--- src/rtl/submatrix_pkg.sv ---
// Shared definitions for the submatrix writer and the generator side.
package submatrix_pkg;

    localparam int WORD_WIDTH_DEF    = 16;
    localparam int ADDRESS_WIDTH_DEF = 16;
    localparam int FRAME_PIXELS_DEF  = 19200;   // 160 x 120

    // IDLE: shifter empty. WRITE: shifter holds unwritten pixels of a word.
    typedef enum logic {
        IDLE  = 1'b0,
        WRITE = 1'b1
    } wr_state_e;

endpackage

--- src/rtl/pixel_address_counter.sv ---
// Frame pixel address counter, modulo FRAME_PIXELS, with terminal-count flag.
module pixel_address_counter #(
    parameter int ADDRESS_WIDTH = 16,
    parameter int FRAME_PIXELS  = 19200
) (
    input  logic                     clock,
    input  logic                     reset,
    input  logic                     enable,
    output logic [ADDRESS_WIDTH-1:0] count,
    output logic                     terminal
);

    localparam logic [ADDRESS_WIDTH-1:0] LAST = ADDRESS_WIDTH'(FRAME_PIXELS - 1);

    logic [ADDRESS_WIDTH-1:0] count_q, count_d;

    assign count    = count_q;
    assign terminal = (count_q == LAST);

    // Advance once per written pixel, wrapping after the last pixel of the frame.
    always_comb begin
        count_d = count_q;
        if (enable) count_d = terminal ? '0 : count_q + 1'b1;
    end

    // Counter register.
    always_ff @(posedge clock or posedge reset) begin
        if (reset) count_q <= '0;
        else       count_q <= count_d;
    end

endmodule

--- src/rtl/submatrix_writer.sv ---
// Serialises grouped pixel words into single-pixel image RAM writes.
// A shifter streams the current word MSB first; one holding buffer lets the
// next word arrive early so consecutive words are written with no gap.
module submatrix_writer
    import submatrix_pkg::*;
#(
    parameter int WORD_WIDTH    = WORD_WIDTH_DEF,
    parameter int ADDRESS_WIDTH = ADDRESS_WIDTH_DEF,
    parameter int FRAME_PIXELS  = FRAME_PIXELS_DEF
) (
    input  logic                     clock,
    input  logic                     reset,
    input  logic                     userEnable,
    input  logic                     loaded,
    input  logic [WORD_WIDTH-1:0]    submatrixElements,
    output logic                     readyToBeLoaded,
    output logic [ADDRESS_WIDTH-1:0] writeAddress,
    output logic                     writeData,
    output logic                     writeEnable,
    output logic                     frameDone
);

    localparam int IW = (WORD_WIDTH > 1) ? $clog2(WORD_WIDTH) : 1;
    localparam logic [IW-1:0] LAST_IDX = IW'(WORD_WIDTH - 1);

    wr_state_e                state_q, state_d;
    logic [WORD_WIDTH-1:0]    shift_q, shift_d;
    logic [WORD_WIDTH-1:0]    buf_q, buf_d;
    logic                     buf_full_q, buf_full_d;
    logic [IW-1:0]            idx_q, idx_d;
    logic                     we_q, we_d;
    logic                     wd_q, wd_d;
    logic [ADDRESS_WIDTH-1:0] wa_q, wa_d;
    logic                     fd_q, fd_d;

    logic                     accept;
    logic                     emit;
    logic [ADDRESS_WIDTH-1:0] pix_cnt;
    logic                     pix_last;

    // Ready depends only on the buffer flag, never on loaded.
    assign readyToBeLoaded = ~buf_full_q;
    assign accept          = loaded & ~buf_full_q;

    assign writeAddress = wa_q;
    assign writeData    = wd_q;
    assign writeEnable  = we_q;
    assign frameDone    = fd_q;

    pixel_address_counter #(
        .ADDRESS_WIDTH (ADDRESS_WIDTH),
        .FRAME_PIXELS  (FRAME_PIXELS)
    ) u_cnt (
        .clock    (clock),
        .reset    (reset),
        .enable   (emit),
        .count    (pix_cnt),
        .terminal (pix_last)
    );

    // Next state: word loading, pixel emission, buffer refill of the shifter.
    always_comb begin
        state_d    = state_q;
        shift_d    = shift_q;
        buf_d      = buf_q;
        buf_full_d = buf_full_q;
        idx_d      = idx_q;
        emit       = 1'b0;
        wd_d       = wd_q;
        case (state_q)
            IDLE: begin
                if (accept) begin
                    state_d = WRITE;
                    if (userEnable) begin
                        // First pixel goes out on the accepting edge itself.
                        emit    = 1'b1;
                        wd_d    = submatrixElements[WORD_WIDTH-1];
                        shift_d = submatrixElements << 1;
                        idx_d   = IW'(1);
                    end else begin
                        shift_d = submatrixElements;
                        idx_d   = '0;
                    end
                end
            end
            default: begin
                if (userEnable) begin
                    emit    = 1'b1;
                    wd_d    = shift_q[WORD_WIDTH-1];
                    shift_d = shift_q << 1;
                    idx_d   = idx_q + 1'b1;
                    if (idx_q == LAST_IDX) begin
                        idx_d = '0;
                        if (buf_full_q) begin
                            shift_d    = buf_q;
                            buf_full_d = 1'b0;
                        end else if (accept) begin
                            shift_d = submatrixElements;
                        end else begin
                            state_d = IDLE;
                            shift_d = '0;
                        end
                    end else if (accept) begin
                        buf_d      = submatrixElements;
                        buf_full_d = 1'b1;
                    end
                end else if (accept) begin
                    // Stalled: the shifter holds, but an offered word may still park.
                    buf_d      = submatrixElements;
                    buf_full_d = 1'b1;
                end
            end
        endcase
        we_d = emit;
        wa_d = emit ? pix_cnt : wa_q;
        fd_d = emit & pix_last;
    end

    // State and registered RAM-side outputs.
    always_ff @(posedge clock or posedge reset) begin
        if (reset) begin
            state_q    <= IDLE;
            shift_q    <= '0;
            buf_q      <= '0;
            buf_full_q <= 1'b0;
            idx_q      <= '0;
            we_q       <= 1'b0;
            wd_q       <= 1'b0;
            wa_q       <= '0;
            fd_q       <= 1'b0;
        end else begin
            state_q    <= state_d;
            shift_q    <= shift_d;
            buf_q      <= buf_d;
            buf_full_q <= buf_full_d;
            idx_q      <= idx_d;
            we_q       <= we_d;
            wd_q       <= wd_d;
            wa_q       <= wa_d;
            fd_q       <= fd_d;
        end
    end

endmodule
--- config.mk ---
export PLATFORM = sky130hd
export DESIGN_NAME = submatrix_writer
export DESIGN_NICKNAME = d
export VERILOG_FILES = /design/src/rtl/submatrix_pkg.sv /design/src/rtl/pixel_address_counter.sv /design/src/rtl/submatrix_writer.sv
export SDC_FILE = /design/constraint.sdc
export NUM_CORES = 1
export LEC_CHECK = 0
export BUFFER_PORTS_ARGS = -buffer_cell sky130_fd_sc_hd__buf_2
export CELL_PAD_IN_SITES_DETAIL_PLACEMENT = 0
export CELL_PAD_IN_SITES_GLOBAL_PLACEMENT = 1
export CORE_ASPECT_RATIO = 1.25
export CORE_MARGIN = 3
export CORE_UTILIZATION = 50
export DETAILED_ROUTE_END_ITERATION = 7
export PLACE_DENSITY_LB_ADDON = 0.12
export SYNTH_ARGS = -nofsm -noshare
export SYNTH_HDL_FRONTEND = slang
export SYNTH_HIERARCHICAL = 1
export SYNTH_SLANG_ARGS = --single-unit
--- constraint.sdc ---
create_clock -name clock -period 3.79 [get_ports clock]
set_input_delay 0.1895 -clock clock [delete_from_list [all_inputs] [get_ports clock]]
set_output_delay 0.1895 -clock clock [all_outputs]
set_load 0.02 [all_outputs]
==> impl_metrics.env <==
export IMPL_wl_mm=8.313
export IMPL_relSlewSlack_pct=28.43
export IMPL_track_usage_pct=20.71
export IMPL_finalCritPeriodShare_pct=66.06
export IMPL_synth_ff_type="dfrtp_1"
export IMPL_setup_tns_ns=0
export IMPL_cts_inserted_buffers=9
export IMPL_wl_per_cell_um=17.61
export IMPL_worst_slew_pin_slew_ns=1.074
export IMPL_fp_dieW_um=83.46
export IMPL_syn_instance_count=348
export IMPL_area_delta_synth_final_pct=10.68
export IMPL_critPathKind="flip-flop to flip-flop"
export IMPL_synthAdderAreaFrac_pct=0.6673
export IMPL_worst_ep_required_time_ns=4.01
export IMPL_port_buffers=39
export IMPL_gp_congestion=0.8017
export IMPL_rrSetupSlack_ns=1.29
export IMPL_cts_tree="done"
export IMPL_drtPass1Iterations=5
export IMPL_drive_gt1_share_pct=26.18
export IMPL_cts_root_buf="clkbuf_8"
export IMPL_setup_viol=0
export IMPL_internal_power_mw=1.777
export IMPL_drc=0
export IMPL_synth_top_family_by_area="compound AO/OA/AOI/OAI gates"
export IMPL_dieArea_um2=8582
export IMPL_cts_buffer_depth=2
export IMPL_leakagePower_nw=1.892
export IMPL_htree_num_levels=3
export IMPL_synth_area_top_cells="dfrtp_1 49%, mux2_2 6.6%, mux2_4 4.0%"
export IMPL_hold_depth=2
export IMPL_synth_most_common_cell="dfrtp_1"
export IMPL_clkTransAtPathRegs_ns=0.09
export IMPL_antenna_found_initial=0
export IMPL_vias=2790
export IMPL_min_from="submatrixElements[11]"
export IMPL_netlist_top_cells_count="73 x dfrtp_1, 28 x nand2_1, 23 x a21oi_1"
export IMPL_synth_top_cell_by_area="dfrtp_1"
export IMPL_yosysTopAreaCellShare_pct=48.72
export IMPL_rows=34
export IMPL_grt_max_degree=43
export IMPL_ys_seq_area_share_pct=48.72
export IMPL_rr_endpoint="u_cnt/count[15]"
export IMPL_drt_iter0_markers=182
export IMPL_post_cts_resized=0
export IMPL_final_area_um2=4150
export IMPL_switching_share_pct=29.97
export IMPL_post_synth_cell_area_avg_um2=10.78
export IMPL_finalMaxSlewViolations=0
export IMPL_synth_edf_count=0
export IMPL_period_needed_ns=2.504
export IMPL_cp_arrival_ns=2.72
export IMPL_outcome="completed"
export IMPL_placed_cell_area_um2=3896
export IMPL_max_freq_ghz=0.3994
export IMPL_clock_sinks=73
export IMPL_io_pins=40
export IMPL_syn_num_nets=370
export IMPL_ant_nets=0
export IMPL_start_util_pct=52.78
export IMPL_hold_class="input pin to flip-flop"
export IMPL_rr_worst_depth=7
export IMPL_rsz0062_at_grt="false"
export IMPL_grt_pass1_wl_mm=14.15
export IMPL_insertion_delay_ns=0.35
export IMPL_synth_xor_xnor_area_share_pct=3.036
export IMPL_first_global_vias=2938
export IMPL_ys_ff_latch=73
export IMPL_yosysWarnings=6
export IMPL_crit_start="buf_full_q"
export IMPL_vias_per_cell=5.911
export IMPL_synth_area_mux_share_pct=11.18
export IMPL_hold_viol=0
export IMPL_ys_types=46
export IMPL_path_max_fanout=20
export IMPL_dpl_hpwl_mm=5.457
export IMPL_comb_power_share_pct=24.6
export IMPL_power_density_nw_per_um2=611.4
export IMPL_clkPwrFrac_pct=29.4
export IMPL_max_vdd_ir_drop_mv=0.3782
export IMPL_die_h_um=102.8
export IMPL_ys_async_sr_fraction_pct=100.0
export IMPL_cp_start_kind="flip-flop"
export IMPL_core_area_um2=7104
export IMPL_finClkSkew_ns=0.01519
export IMPL_diodes=0
export IMPL_worstSetupEndpointType="flip-flop"
export IMPL_switching_power_mw=0.7605
export IMPL_overflow=0
export IMPL_synth_compound_area_share_pct=16.72
export IMPL_max_cap_violations=0
export IMPL_seq_power_share_pct=46.0
export IMPL_finalNetCount=399
export IMPL_synth_area_um2=3750
export IMPL_n_fill_cell=649
export IMPL_whs_endpoint="buf_q[11]"
export IMPL_yosys_area_share_simple_pct=14.08
export IMPL_r2r_start="buf_full_q"
power groups by stage:
stage                     sequential, mW  clock (mW)  combinational (mW)
after floorplan                     1.18           0               0.470
final                               1.17       0.746               0.624
after CTS                           1.17       0.761               0.632
after global placement              1.17           0               0.619
after global routing                1.20       0.792               0.694
after detailed placement            1.18           0               0.629
layer usage:
metal	up-vias	wire [um]	GRT usage, %
li1	1325	-	-
met1	1388	3424	24.11
met2	66	4424	37.96
met3	11	311	3.997
met4	0	153	8.292
met5	-	0	0
timing repair:
item | 4_1_cts | 5_1_grt
hold buffers | 1 | 0
endpoints found under the setup margin | 0 | 0
endpoints found under the hold margin | 16 | 0
buffers inserted | 0 | 0
how the worst max path moves through the flow:
stage / endpoint / slack, ns
floorplan: u_cnt/count[15] / 1.71
global placement: u_cnt/count[15] / 1.22
detailed placement: u_cnt/count[15] / 1.16
CTS: u_cnt/count[15] / 1.28
global route: u_cnt/count[15] / 1.10
finish: u_cnt/count[15] / 1.29
cell type report:
cell class	instances	area [um^2]	share of cell area (%)
sequential	73	1827	44.02
clock buffer	11	141.4	3.407
timing repair buffer	43	227.7	5.487
clock inverter	5	102.6	2.472
inverter	7	26.28	0.6331
tap	90	112.6	2.713
multi-input combinational	243	1713	41.27
critical path, cell delays in order (launching register included):
cell      delay [ns]
dfrtp_1         0.37
and2b_4         0.43
o21ai_4         0.22
inv_1           0.31
nand4_2         0.20
and4bb_1        0.50
nor2_1          0.06
mux2_1          0.28
cell families after synthesis:
logic type	count (synthesis)
mux	34
flops	73
compound gates	98
xor+xnor	13
simple gates	96
buf+inv	32
fa+ha+maj	2
cells in the final DEF, fill, tap and decap left out, types with 4 or more instances in the layout:
master,instances
a21oi_1,23
a31oi_1,15
buf_2,39
clkbuf_8,10
dfrtp_1,73
inv_1,6
mux2_2,22
mux2_4,10
nand2_1,28
nand3_1,21
nor2_1,19
nor3_1,4
o21ai_0,20
o22a_1,15
o22ai_1,17
xnor2_1,9
xor2_1,4
registers in the layout, summed over array words and instances (netlist names):
name,cells
writeAddress,16
buf_full_q,1
u_cnt/count,16
frameDone,1
writeEnable,1
buf_q,16
state_q,1
writeData,1
idx_q,4
shift_q,16
per-stage QoR:
step                      instances  worst slack, ns  power (mW)  util (%)  hold slack (ns)
after floorplan                 348            1.714       1.647         -           0.1032
after global placement          455            1.217       1.791     54.84           0.3213
after detailed placement        455            1.160       1.811     54.84           0.3273
after CTS                       472            1.277       2.562     58.42           0.1051
after global routing            472            1.104       2.686     58.42           0.1246
final                           472            1.286       2.538     58.42           0.1198
Note: power is estimated with default switching activity, not from simulation.
